**config.mk**
```make
export PLATFORM = sky130hd
export DESIGN_NAME = sram_seq
export DESIGN_NICKNAME = d
export VERILOG_FILES = /design/src/rtl/sram_seq.sv
export SDC_FILE = /design/constraint.sdc
export NUM_CORES = 1
export LEC_CHECK = 0
export ABC_AREA = 1
export BUFFER_PORTS_ARGS = -buffer_cell sky130_fd_sc_hd__clkbuf_2
export CAP_MARGIN = 30
export CORE_AREA = 2 2 66 68
export DETAILED_ROUTE_END_ITERATION = 10
export DIE_AREA = 0 0 68 70
export GPL_ROUTABILITY_DRIVEN = 0
export GPL_TIMING_DRIVEN = 0
export PLACE_DENSITY_LB_ADDON = 0.05
export SLEW_MARGIN = 15
export SYNTH_ARGS = -nofsm -noshare
export SYNTH_HDL_FRONTEND = slang
export SYNTH_SLANG_ARGS = --single-unit
```
**constraint.sdc**
```tcl
create_clock -name clk -period 1.6 [get_ports clk]
set_input_delay 0.16 -clock clk [delete_from_list [all_inputs] [get_ports clk]]
set_output_delay 0.16 -clock clk [all_outputs]
set_load 0.05 [all_outputs]
```
**src/rtl/sram_seq.sv**
```systemverilog
// sram_seq: Avalon-MM to async SRAM setup/strobe/hold sequencer; define SRAM_SEQ_TURNAROUND_EN for a TURN cycle after reads
module sram_seq #(
    parameter int WAIT_CYCLES = 1,
    parameter int ADDR_W      = 17
) (
    input  logic              clk,
    input  logic              reset_n,
    input  logic [ADDR_W-1:0] avs_address,
    input  logic              avs_read,
    input  logic              avs_write,
    input  logic [7:0]        avs_writedata,
    input  logic              avs_byteenable,
    output logic              avs_waitrequest,
    output logic [7:0]        avs_readdata,
    output logic              avs_readdatavalid,
    output logic              m_chipselect_n,
    output logic              m_byteenable_n,
    output logic              m_read_n,
    output logic              m_write_n,
    output logic [ADDR_W-1:0] m_address,
    output logic [7:0]        m_writedata,
    input  logic [7:0]        m_readdata
);
    generate
        if (WAIT_CYCLES < 1 || WAIT_CYCLES > 15) begin : g_bad_wait
            $error("sram_seq: WAIT_CYCLES must be in 1..15");
        end
    endgenerate

`ifdef SRAM_SEQ_TURNAROUND_EN
    typedef enum logic [2:0] {IDLE, SETUP, STROBE, HOLD, TURN} state_t;
`else
    typedef enum logic [1:0] {IDLE, SETUP, STROBE, HOLD} state_t;
`endif

    localparam logic [3:0] CNT_INIT = 4'(WAIT_CYCLES - 1);

    state_t     state, state_nxt;
    logic [3:0] cnt;
    logic       wr_q, be_q;
    logic       accept, active, done_rd;

    assign accept          = (state == IDLE) && (avs_read || avs_write);
    assign active          = (state_nxt == SETUP) || (state_nxt == STROBE) || (state_nxt == HOLD);
    assign done_rd         = (state == STROBE) && (cnt == 4'd0) && !wr_q;
    assign avs_waitrequest = !reset_n || (state != IDLE);

    // next-state sequencing through setup, strobe, hold (and turnaround after reads)
    always_comb begin
        state_nxt = state;
        case (state)
            IDLE:    if (accept) state_nxt = SETUP;
            SETUP:   state_nxt = STROBE;
            STROBE:  if (cnt == 4'd0) state_nxt = HOLD;
`ifdef SRAM_SEQ_TURNAROUND_EN
            HOLD:    state_nxt = wr_q ? IDLE : TURN;
            TURN:    state_nxt = IDLE;
`else
            HOLD:    state_nxt = IDLE;
`endif
            default: state_nxt = IDLE;
        endcase
    end

    // state register
    always_ff @(posedge clk or negedge reset_n) begin
        if (!reset_n) state <= IDLE;
        else          state <= state_nxt;
    end

    // command latches, strobe counter and registered pin drive derived from the next state
    always_ff @(posedge clk or negedge reset_n) begin
        if (!reset_n) begin
            cnt               <= '0;
            wr_q              <= 1'b0;
            be_q              <= 1'b0;
            m_address         <= '0;
            m_writedata       <= '0;
            m_chipselect_n    <= 1'b1;
            m_byteenable_n    <= 1'b1;
            m_read_n          <= 1'b1;
            m_write_n         <= 1'b1;
            avs_readdata      <= '0;
            avs_readdatavalid <= 1'b0;
        end else begin
            if (accept) begin
                wr_q        <= avs_write;
                be_q        <= avs_byteenable;
                m_address   <= avs_address;
                m_writedata <= avs_writedata;
            end
            cnt               <= (state == SETUP) ? CNT_INIT : cnt - 4'd1;
            m_chipselect_n    <= !active;
            m_byteenable_n    <= !active ? 1'b1 : accept ? ~avs_byteenable : ~be_q;
            m_read_n          <= !((state_nxt == STROBE) && !wr_q);
            m_write_n         <= !((state_nxt == STROBE) && wr_q);
            avs_readdatavalid <= done_rd;
            if (done_rd) avs_readdata <= m_readdata;
        end
    end
endmodule

```
* Word level (Yosys, flattened, before mapping)
Index checks and enable logic that the tools add are counted.
** Word-level totals
- Bits in registers :: 46
- Bits in latches :: 0
- Memory bits (writable) :: 0
- ROM bits :: 0
- Bits of input ports :: 38
- Word-level logic and storage cells :: 44
- Memories kept :: 0
** Operators by class
- $add $sub $neg :: 1
- Multipliers :: 0
- Divide/modulo/power cells :: 0
- Magnitude comparators :: 0
- Equal/unequal tests :: 6
- Shift-type cells :: 0
- Multiplexer cells :: 6
- Bitwise operators :: 2
- Reductions and logical operators :: 17
** Operators by type and width (count)
- $eq A2 B2 Y1 const B :: 4
- $pmux W2 S4 :: 1
- $logic_and A1 B1 Y1 :: 5
- $logic_not A1 Y1 :: 5
- $eq A2 B1 Y1 const B :: 2
- $logic_not A4 Y1 :: 1
- $logic_or A1 B1 Y1 :: 4
- $mux W2 :: 2
- $mux W4 :: 1
- $sub A4 B1 Y4 const B :: 1
- $logic_not A2 Y1 :: 1
- $mux W1 :: 2
- $not A1 Y1 :: 2
- $reduce_bool A2 Y1 :: 1

* Longest topological paths before layout
Gate-level depths: netlist (run 1).
- Word-level depth :: 8
- Depth in mapped cells :: 8
- Gate-level depth less buffers :: 8

* Least setup slack after synthesis (run 1)
Ideal clock, no wire load.
- Path type :: register to register
- Start point :: register state[0]
- End point :: register m_address[0]
- Arrival time :: 1.175 ns
- Required time :: 1.481 ns
- Path slack :: 0.306 ns
- Stages on the path, launching flop included :: 9
- Path buffers :: 1
- Clock period less this slack :: 1.294 ns
- Path through :: dfrtp_1 inv_1 ha_1 inv_1 nor2_2 inv_2 buf_6 nand2_1 nand2_1
** On the way
- Longest elaborated chain between the ends :: 2
** Ends and longest elaborated chain
- start: declaration :: line 38 : state_t state, state_nxt;
- start signal: assignment :: line 68 : else state <= state_nxt;
- $logic_not A2 Y1 :: line 43 : assign accept = (state == IDLE) && (avs_read || avs_write);
- $logic_and A1 B1 Y1 :: line 43
- end signal: assignment :: line 89 : m_address <= avs_address;
- end: declaration :: line 20 : output logic [ADDR_W-1:0] m_address,
Every way passes these cells.
A chain may end at the register's enable or synchronous reset.

* Worst setup path after layout (run 1)
- Start point :: register state[0]
- End point :: register m_writedata[4]
** On the way
- Longest elaborated chain between the ends :: 2
** Ends and longest elaborated chain
- $logic_not A2 Y1 :: line 43
- $logic_and A1 B1 Y1 :: line 43
- end signal: assignment :: line 90 : m_writedata <= avs_writedata;
- end: declaration :: line 21 : output logic [7:0] m_writedata,
Every way passes these cells.

==> flow_summary_export.csv, run 1 <==
group,metric,value,unit
die,placementRows,24,
worst_hold_path,hp-class,"primary input to register",
place,hpwl,2660,um
worst_setup_path,reg2reg_depth,8,
global_route,antenna_found_initial,0,
die,pin_count,77,
route,drtPass1Iterations,4,
route,drtAntennaViolNets,0,
sta,timing.final.crit_share,89.7,%
sta,skew,0.00747,ns
sta,final-hold-violation-count,0,
sta,relSlewSlack,56.4,%
sta,rsz0062_at_grt,"false",
worst_setup_path,required,1.78,ns
global_route,grt_max_degree,32,
worst_setup_path,worstSetupPathType,"register to register",
yosys,synth_top_area_share,56.9,%
die,dieArea,4760,um^2
cts,cts_tree,"built",
cts,clockBufferDepth,2,
sta,period_needed,1.43,ns
cells_and_area,seq_area,1160,um^2
cts,clock_latency,0.29,ns
die,die_height,70,um
cells_and_area,diodes,0,
place,io_buffers,76,
outcome,status,"finished, final reports clean",
cells_and_area,nets,325,
cts,cts.sinks,46,
cts,cts.htree.levels,2,
cts,cts_made_buffers,5,
route,wl,3660,um
route,wl_per_cell,10.9,um
worst_setup_path,crit_fanout,10,
yosys,syn_area,1850,um^2
sta,fmaxAchievable,0.697,GHz
cts,root_buffer,"clkbuf_8",
yosys,synth_edf_count,0,
flow_run,maxCapViolCount,0,
worst_setup_path,crit_arrival,1.61,ns
worst_setup_path,r2r_slack,0.17,ns
route,drtIter0Drc,69,
cells_and_area,final_common_cell,"nand2_1",
yosys,synth-warning-count,0,
cells_and_area,drive_gt1_share,34.6,%
cells_and_area,most-common-layout-cells,"nand2_1 (107), clkbuf_2 (76), dfrtp_1 (42), nor2_1 (11), inv_1 (10)",
yosys,synthCells,196,
yosys,asyncSetResetFlopFracSynth,100,%
global_route,grt_pass1_wl,6130,um
die,core_area,4140,um^2
place,dp_slack,0.144,ns
cells_and_area,fin_util,58.6,%
sta,holdWs,0.0682,ns
global_route,grtUsageMet2,26.9,%
cts,clkTransAtPathRegs,0.08,ns
global_route,grt_util_met1,22.8,%
global_route,grt_overflow_total,0,
die,die_w,68,um
yosys,synth_nets,239,
yosys,synth_top_area_cell,"dfrtp_1",
sta,tightest_slew,0.654,ns
cts,postCtsSetupBuffers,0,
worst_hold_path,hold_path_startpoint,"m_readdata[5]",
die,initial_core_util,44.5,%
yosys,synth_top_flop_cell,"dfrtp_1",
yosys,syn_area_per_cell,9.42,um^2
sta,drv_slew,0,
worst_setup_path,rr_endpoint,"m_writedata[4]$_DFFE_PN0P_",
yosys,ys_ff_latch,46,
sta,worst_slack,0.166,ns
yosys,synth-seq-area-share,62.6,%
global_route,gr-usage-all-layers,16.9,%
route,vias_per_cell,4.37,
worst_hold_path,min_to,"avs_readdata[5]$_DFFE_PN0P_",
cells_and_area,fill_cells,390,
cells_and_area,multiInputGateArea,573,um^2
global_route,grt_use_met3,4.51,%
route,drc,0,
yosys,synthTopCellsByArea,"dfrtp_1 (57%), nand2_1 (22%), dfstp_2 (5.7%), ha_1 (3.4%), nor2_1 (2.2%)",
sta,finalSetupViolations,0,
global_route,grt_pass1_vias,1410,
worst_setup_path,startpoint_type,"register",
route,dr_total_vias,1463,
cells_and_area,area_delta_synth_final,31.7,%
global_route,grt_busiest_layer,"met2",
worst_setup_path,reg2reg_from,"state[0]$_DFF_PN0_",
worst_hold_path,holdPathStages,3,
worst_setup_path,endpoint_kind,"register",
yosys,synth_cell_types,17,
## metrics by stage
stage          cell area, um^2  setup TNS (ns)  std cells
4_1_cts                   2420               0        335
3_3_place_gp              2290         -0.0289        324
5_1_grt                   2430               0        335
2_1_floorplan             1850               0        196
3_5_place_dp              2310               0        325
6_report                  2430               0        335
## sequential cells by signal, indices dropped and copies added, names as in the netlist
signal	flops
m_address	17
avs_readdata	8
m_writedata	8
cnt	4
state	2
avs_readdatavalid	1
be_q	1
m_byteenable_n	1
m_chipselect_n	1
m_read_n	1
m_write_n	1
wr_q	1
## per-layer routing
metal	up-vias	share of wire (%)
met5	-	0
met4	0	0.66
met3	6	6.2
met2	45	47
met1	654	47
li1	758	-
## cells in the mapped netlist, drive strengths merged (2+ instances only)
master and n:
buf 5, dfrtp 42, dfstp 4, ha 5
inv 12, nand2 107, nand3 2, nand4 3
nor2 12
## repair_timing
item                       in CTS  in global routing
hold buffers                    2                  0
resized for setup               0                  3
setup endpoints to repair       0                 24
hold endpoints to repair       15                  0
## cell type report
type | instances | share of cell area (%)
Inverter | 12 | 1.96
Clock inverter | 1 | 0.206
Buffer | 5 | 3.04
Tap cell | 52 | 2.68
Sequential cell | 46 | 47.6
Timing Repair Buffer | 79 | 17.4
Multi-Input combinational cell | 133 | 23.6
Clock buffer | 7 | 3.55
## how the worst max path moves through the flow
stage	end	start	cells after the start
2_1_floorplan	m_address[0]$_DFFE_PN0P_	state[0]$_DFF_PN0_	8
3_3_place_gp	avs_waitrequest	reset_n	3
3_5_place_dp	m_writedata[4]$_DFFE_PN0P_	state[0]$_DFF_PN0_	8
4_1_cts	m_address[2]$_DFFE_PN0P_	reset_n	3
5_1_grt	m_address[0]$_DFFE_PN0P_	state[0]$_DFF_PN0_	8
6_report	m_writedata[4]$_DFFE_PN0P_	state[0]$_DFF_PN0_	8
## cells by family (layout without fill, tap and decap cells)
| logic type | after synthesis | in the layout | share of synthesized area, % |
|---|---|---|---|
| adder cells (fa/ha/maj) | 5 | 5 | 3.39 |
| buffers and inverters | 17 | 104 | 6.44 |
| AO/OA/AOI/OAI | 2 | 2 | 0.542 |
| flip-flops | 46 | 46 | 62.6 |
| XOR/XNOR | 1 | 1 | 0.475 |
| AND/OR/NAND/NOR | 125 | 125 | 26.5 |
## critical path: stages (launching register included)
cell and delay (ns):
dfrtp_1 0.38, inv_1 0.10, ha_2 0.22, inv_1 0.05, nor2_2 0.19, inv_2 0.12
buf_6 0.16, nand2_1 0.06, nand2_1 0.05
Power of run 1 is not shown: default switching activity piles up to over one toggle a cycle in this logic, so the estimate is an artifact.
==> run 2, diff against run 1 <==
--- a/config.mk
+++ b/config.mk
@@ -8,9 +8,9 @@
 export ABC_AREA = 1
 export BUFFER_PORTS_ARGS = -buffer_cell sky130_fd_sc_hd__clkbuf_2
 export CAP_MARGIN = 30
-export CORE_AREA = 2 2 66 68
+export CORE_AREA = 2 2 56 80
 export DETAILED_ROUTE_END_ITERATION = 10
-export DIE_AREA = 0 0 68 70
+export DIE_AREA = 0 0 58 82
 export GPL_ROUTABILITY_DRIVEN = 0
 export GPL_TIMING_DRIVEN = 0
 export PLACE_DENSITY_LB_ADDON = 0.05
==> flow_summary_export.csv, run 2 (synthesized netlist as in run 1, its figures left out) <==
group,metric,value,unit
outcome,status,"finished, final reports clean",
cts,clock_latency,0.29,ns
cells_and_area,nets,325,
route,vias_per_cell,4.45,
sta,finalSetupTns,0,ns
die,pin_count,77,
route,drtIter0Drc,68,
cells_and_area,final_common_cell,"nand2_1",
worst_setup_path,startpoint_type,"register",
sta,rsz0062_at_grt,"false",
die,dieArea,4760,um^2
cells_and_area,regMostFlops,"m_address",
die,core_area,4060,um^2
sta,period_needed,1.46,ns
sta,timing.final.crit_share,91.3,%
cts,cts.htree.levels,2,
cells_and_area,largest_register_ffs,17,
route,wl_per_cell,11.2,um
cells_and_area,multiInputGateArea,571,um^2
global_route,grt_pass1_vias,1384,
sta,finalSetupViolations,0,
sta,final-hold-violation-count,0,
sta,holdWs,0.0560,ns
cts,clkTransAtPathRegs,0.08,ns
die,die_w,58,um
cells_and_area,fill_cells,390,
sta,drv_slew,0,
sta,tightest_slew,0.619,ns
cts,cts_tree,"built",
global_route,gr-usage-all-layers,16.9,%
route,drc,0,
cells_and_area,most-common-layout-cells,"nand2_1 (107), clkbuf_2 (76), dfrtp_1 (42), nor2_1 (11), inv_1 (10)",
cells_and_area,seq_area,1160,um^2
cts,cts_made_buffers,5,
global_route,grt_pass1_wl,6140,um
cts,clockBufferDepth,2,
route,wl,3690,um
worst_setup_path,crit_arrival,1.30,ns
place,io_buffers,76,
sta,relSlewSlack,58.8,%
global_route,antenna_found_initial,0,
worst_setup_path,endpoint_kind,"output port",
place,place_area,2300,um^2
route,drtPass1Iterations,4,
sta,skew,0.00423,ns
flow_run,maxCapViolCount,0,
cts,cts.sinks,46,
cells_and_area,diodes,0,
global_route,grt_max_degree,30,
cells_and_area,area_delta_synth_final,30.9,%
worst_setup_path,worstSetupPathType,"register to output port",
cts,postCtsSetupBuffers,0,
cells_and_area,reg.largest.list,"m_address x17, avs_readdata x8, m_writedata x8",
die,die_height,82,um
route,drtAntennaViolNets,0,
worst_setup_path,crit_fanout,4,
die,initial_core_util,45.4,%
route,dr_total_vias,1460,
cts,root_buffer,"clkbuf_8",
sta,fmaxAchievable,0.684,GHz
place,hpwl,2660,um
cells_and_area,drive_gt1_share,34.3,%
worst_hold_path,hp-class,"primary input to register",
worst_setup_path,required,1.44,ns
die,placementRows,28,
global_route,grt_overflow_total,0,
cells_and_area,finalInstanceArea,2420,um^2
## run 2: cell counts in the layout (fill, tap and decap cells not counted)
Identical to the previous run, type by type.
## run 2: repair_timing
action	in CTS	in global routing
hold buffers	2	0
gates resized for setup	0	1
endpoints found under the setup margin	0	13
hold endpoints to repair	13	0
## run 2: worst max-delay path, cell delays in order (launching register included)
cell	delay [ns]
dfrtp_1	0.36
inv_1	0.08
ha_1	0.24
nand2_1	0.07
clkbuf_2	0.27
## run 2: path summary, 6_finish.rpt
kind                                    start                     endpoint  slack (ns)  cells past startpoint
min reg2reg                  cnt[0]$_DFF_PN0_             cnt[0]$_DFF_PN0_        0.43                      1
max in group asynchronous             reset_n             be_q$_DFFE_PN0P_        0.45                      3
min                             m_readdata[5]  avs_readdata[5]$_DFFE_PN0P_        0.06                      3
min in group asynchronous             reset_n     m_byteenable_n$_DFF_PN1_        0.47                      2
max                        state[0]$_DFF_PN0_              avs_waitrequest        0.14                      4
max reg2reg                state[0]$_DFF_PN0_     m_address[2]$_DFFE_PN0P_        0.16                      8
## run 2: per-layer routing
metal	track usage, %	wire [um]
met5	0	0
met4	6.98	61
met3	3.94	241
met2	28.6	1850
met1	20.5	1530
## run 2: layout make-up
cell class | instances | share of cell area, %
tap | 45 | 2.33
sequential | 46 | 47.9
timing repair buffer | 79 | 17.5
buffer | 5 | 3.06
multi-input combinational | 133 | 23.6
inverter | 12 | 1.86
clock inverter | 1 | 0.207
clock buffer | 7 | 3.57
## run 2: metrics by stage
stage,util [%],std cells,setup WS (ns)
2_1_floorplan,-,196,0.306
3_3_place_gp,56.2,317,-0.0200
3_5_place_dp,56.7,318,0.158
4_1_cts,59.4,328,0.0186
5_1_grt,59.5,328,0.00176
6_report,59.5,328,0.139
Power of run 2 is left out for the same reason.
==> run 3, diff against run 2 <==
--- a/config.mk
+++ b/config.mk
@@ -6,11 +6,11 @@
 export NUM_CORES = 1
 export LEC_CHECK = 0
 export ABC_AREA = 1
-export BUFFER_PORTS_ARGS = -buffer_cell sky130_fd_sc_hd__clkbuf_2
+export BUFFER_PORTS_ARGS = -buffer_cell sky130_fd_sc_hd__buf_2
 export CAP_MARGIN = 30
-export CORE_AREA = 2 2 56 80
+export CORE_AREA = 2 2 66 68
 export DETAILED_ROUTE_END_ITERATION = 10
-export DIE_AREA = 0 0 58 82
+export DIE_AREA = 0 0 68 70
 export GPL_ROUTABILITY_DRIVEN = 0
 export GPL_TIMING_DRIVEN = 0
 export PLACE_DENSITY_LB_ADDON = 0.05
==> flow_summary_export.csv, run 3 (synthesized netlist as in run 1, its figures left out) <==
group,metric,value,unit
die,dieArea,4760,um^2
route,dr_total_vias,1468,
worst_setup_path,crit_fanout,16,
sta,fmaxAchievable,0.668,GHz
global_route,grt_overflow_total,0,
cells_and_area,diodes,0,
place,hpwl,2650,um
worst_setup_path,startpoint_type,"primary input",
cells_and_area,reg.largest.list,"m_address x17, avs_readdata x8, m_writedata x8",
sta,timing.final.crit_share,93.5,%
cts,cts.sinks,46,
cells_and_area,regMostFlops,"m_address",
sta,finalSetupViolations,0,
cells_and_area,area_delta_synth_final,31.5,%
die,pin_count,77,
cts,cts_made_buffers,5,
cells_and_area,drive_gt1_share,34.8,%
route,drtAntennaViolNets,0,
die,initial_core_util,44.5,%
cts,clkTransAtPathRegs,0.09,ns
sta,finalSetupTns,0,ns
sta,rsz0062_at_grt,"false",
cts,clock_latency,0.30,ns
cells_and_area,most-common-layout-cells,"nand2_1 (107), buf_2 (76), dfrtp_1 (42), nor2_1 (11), inv_1 (10)",
place,io_buffers,76,
cts,cts.htree.levels,2,
route,vias_per_cell,4.40,
global_route,gr-usage-all-layers,16.6,%
global_route,antenna_found_initial,0,
sta,tightest_slew,0.388,ns
global_route,grt_max_degree,33,
worst_setup_path,endpoint_kind,"output port",
cells_and_area,final_common_cell,"nand2_1",
worst_setup_path,worstSetupPathType,"primary input to output port",
route,drtIter0Drc,76,
global_route,grt_pass1_vias,1377,
sta,skew,0.00810,ns
flow_run,maxCapViolCount,0,
cts,clockBufferDepth,2,
global_route,grt_pass1_wl,5900,um
die,die_w,68,um
worst_setup_path,required,1.44,ns
die,die_height,70,um
die,placementRows,24,
sta,relSlewSlack,74.1,%
sta,final-hold-violation-count,0,
sta,period_needed,1.50,ns
worst_setup_path,crit_arrival,1.34,ns
outcome,status,"finished, final reports clean",
route,wl,3700,um
cts,root_buffer,"clkbuf_8",
route,drc,0,
cells_and_area,largest_register_ffs,17,
cells_and_area,nets,324,
die,core_area,4140,um^2
route,wl_per_cell,11.1,um
cts,cts_tree,"built",
worst_hold_path,hp-class,"primary input to register",
sta,drv_slew,0,
cts,cts_resized,0,
route,drtPass1Iterations,4,
## run 3: what timing repair did
| action | 4_1_cts | 5_1_grt |
|---|---|---|
| hold endpoints to repair | 14 | 0 |
| setup endpoints to repair | 0 | 0 |
| hold buffers | 1 | 0 |
| buffers inserted | 0 | 0 |
## run 3: critical path: stages
cell and delay [ns]:
dlygate4sd3_1 0.52, buf_2 0.35, nand2_1 0.09, buf_2 0.22
## run 3: metal layers
layer	track usage (%)	routed length, um	up-vias
met1	20.3	1580	656
met4	7.33	48	0
met5	0	0	-
li1	-	-	759
met2	26.9	1770	47
met3	4.67	306	6
## run 3: layout make-up
cell class	count	area (um^2)
Buffer	5	73.8
Clock buffer	7	96.3
Clock inverter	1	8.76
Fill cell	386	1720
Inverter	12	45.0
Multi-Input combinational cell	133	571
Sequential cell	46	1160
Tap cell	52	65.1
Timing Repair Buffer	78	410
## run 3: path summary, 6_finish.rpt
check	from	to	slack [ns]	cells after the start
max	reset_n	avs_waitrequest	0.10	4
min	m_readdata[2]	avs_readdata[2]$_DFFE_PN0P_	0.05	3
max reg2reg	state[0]$_DFF_PN0_	m_writedata[4]$_DFFE_PN0P_	0.16	8
min reg2reg	cnt[0]$_DFF_PN0_	cnt[0]$_DFF_PN0_	0.43	1
max in group asynchronous	reset_n	m_write_n$_DFF_PN1_	0.72	3
min in group asynchronous	reset_n	m_address[0]$_DFFE_PN0P_	0.30	2
## run 3: stage by stage
| step | utilization [%] | setup WS, ns | hold slack (ns) | cell area, um^2 | cells |
|---|---|---|---|---|---|
| 2_1_floorplan | - | 0.306 | -0.136 | 1850 | 196 |
| 3_3_place_gp | 55.3 | 0.0928 | 0.355 | 2290 | 324 |
| 3_5_place_dp | 55.8 | 0.147 | 0.105 | 2310 | 325 |
| 4_1_cts | 58.5 | 0.0657 | 0.0434 | 2430 | 334 |
| 5_1_grt | 58.5 | 0.000728 | 0.0493 | 2430 | 334 |
| 6_report | 58.5 | 0.104 | 0.0496 | 2430 | 334 |
Power of run 3 is left out for the same reason.
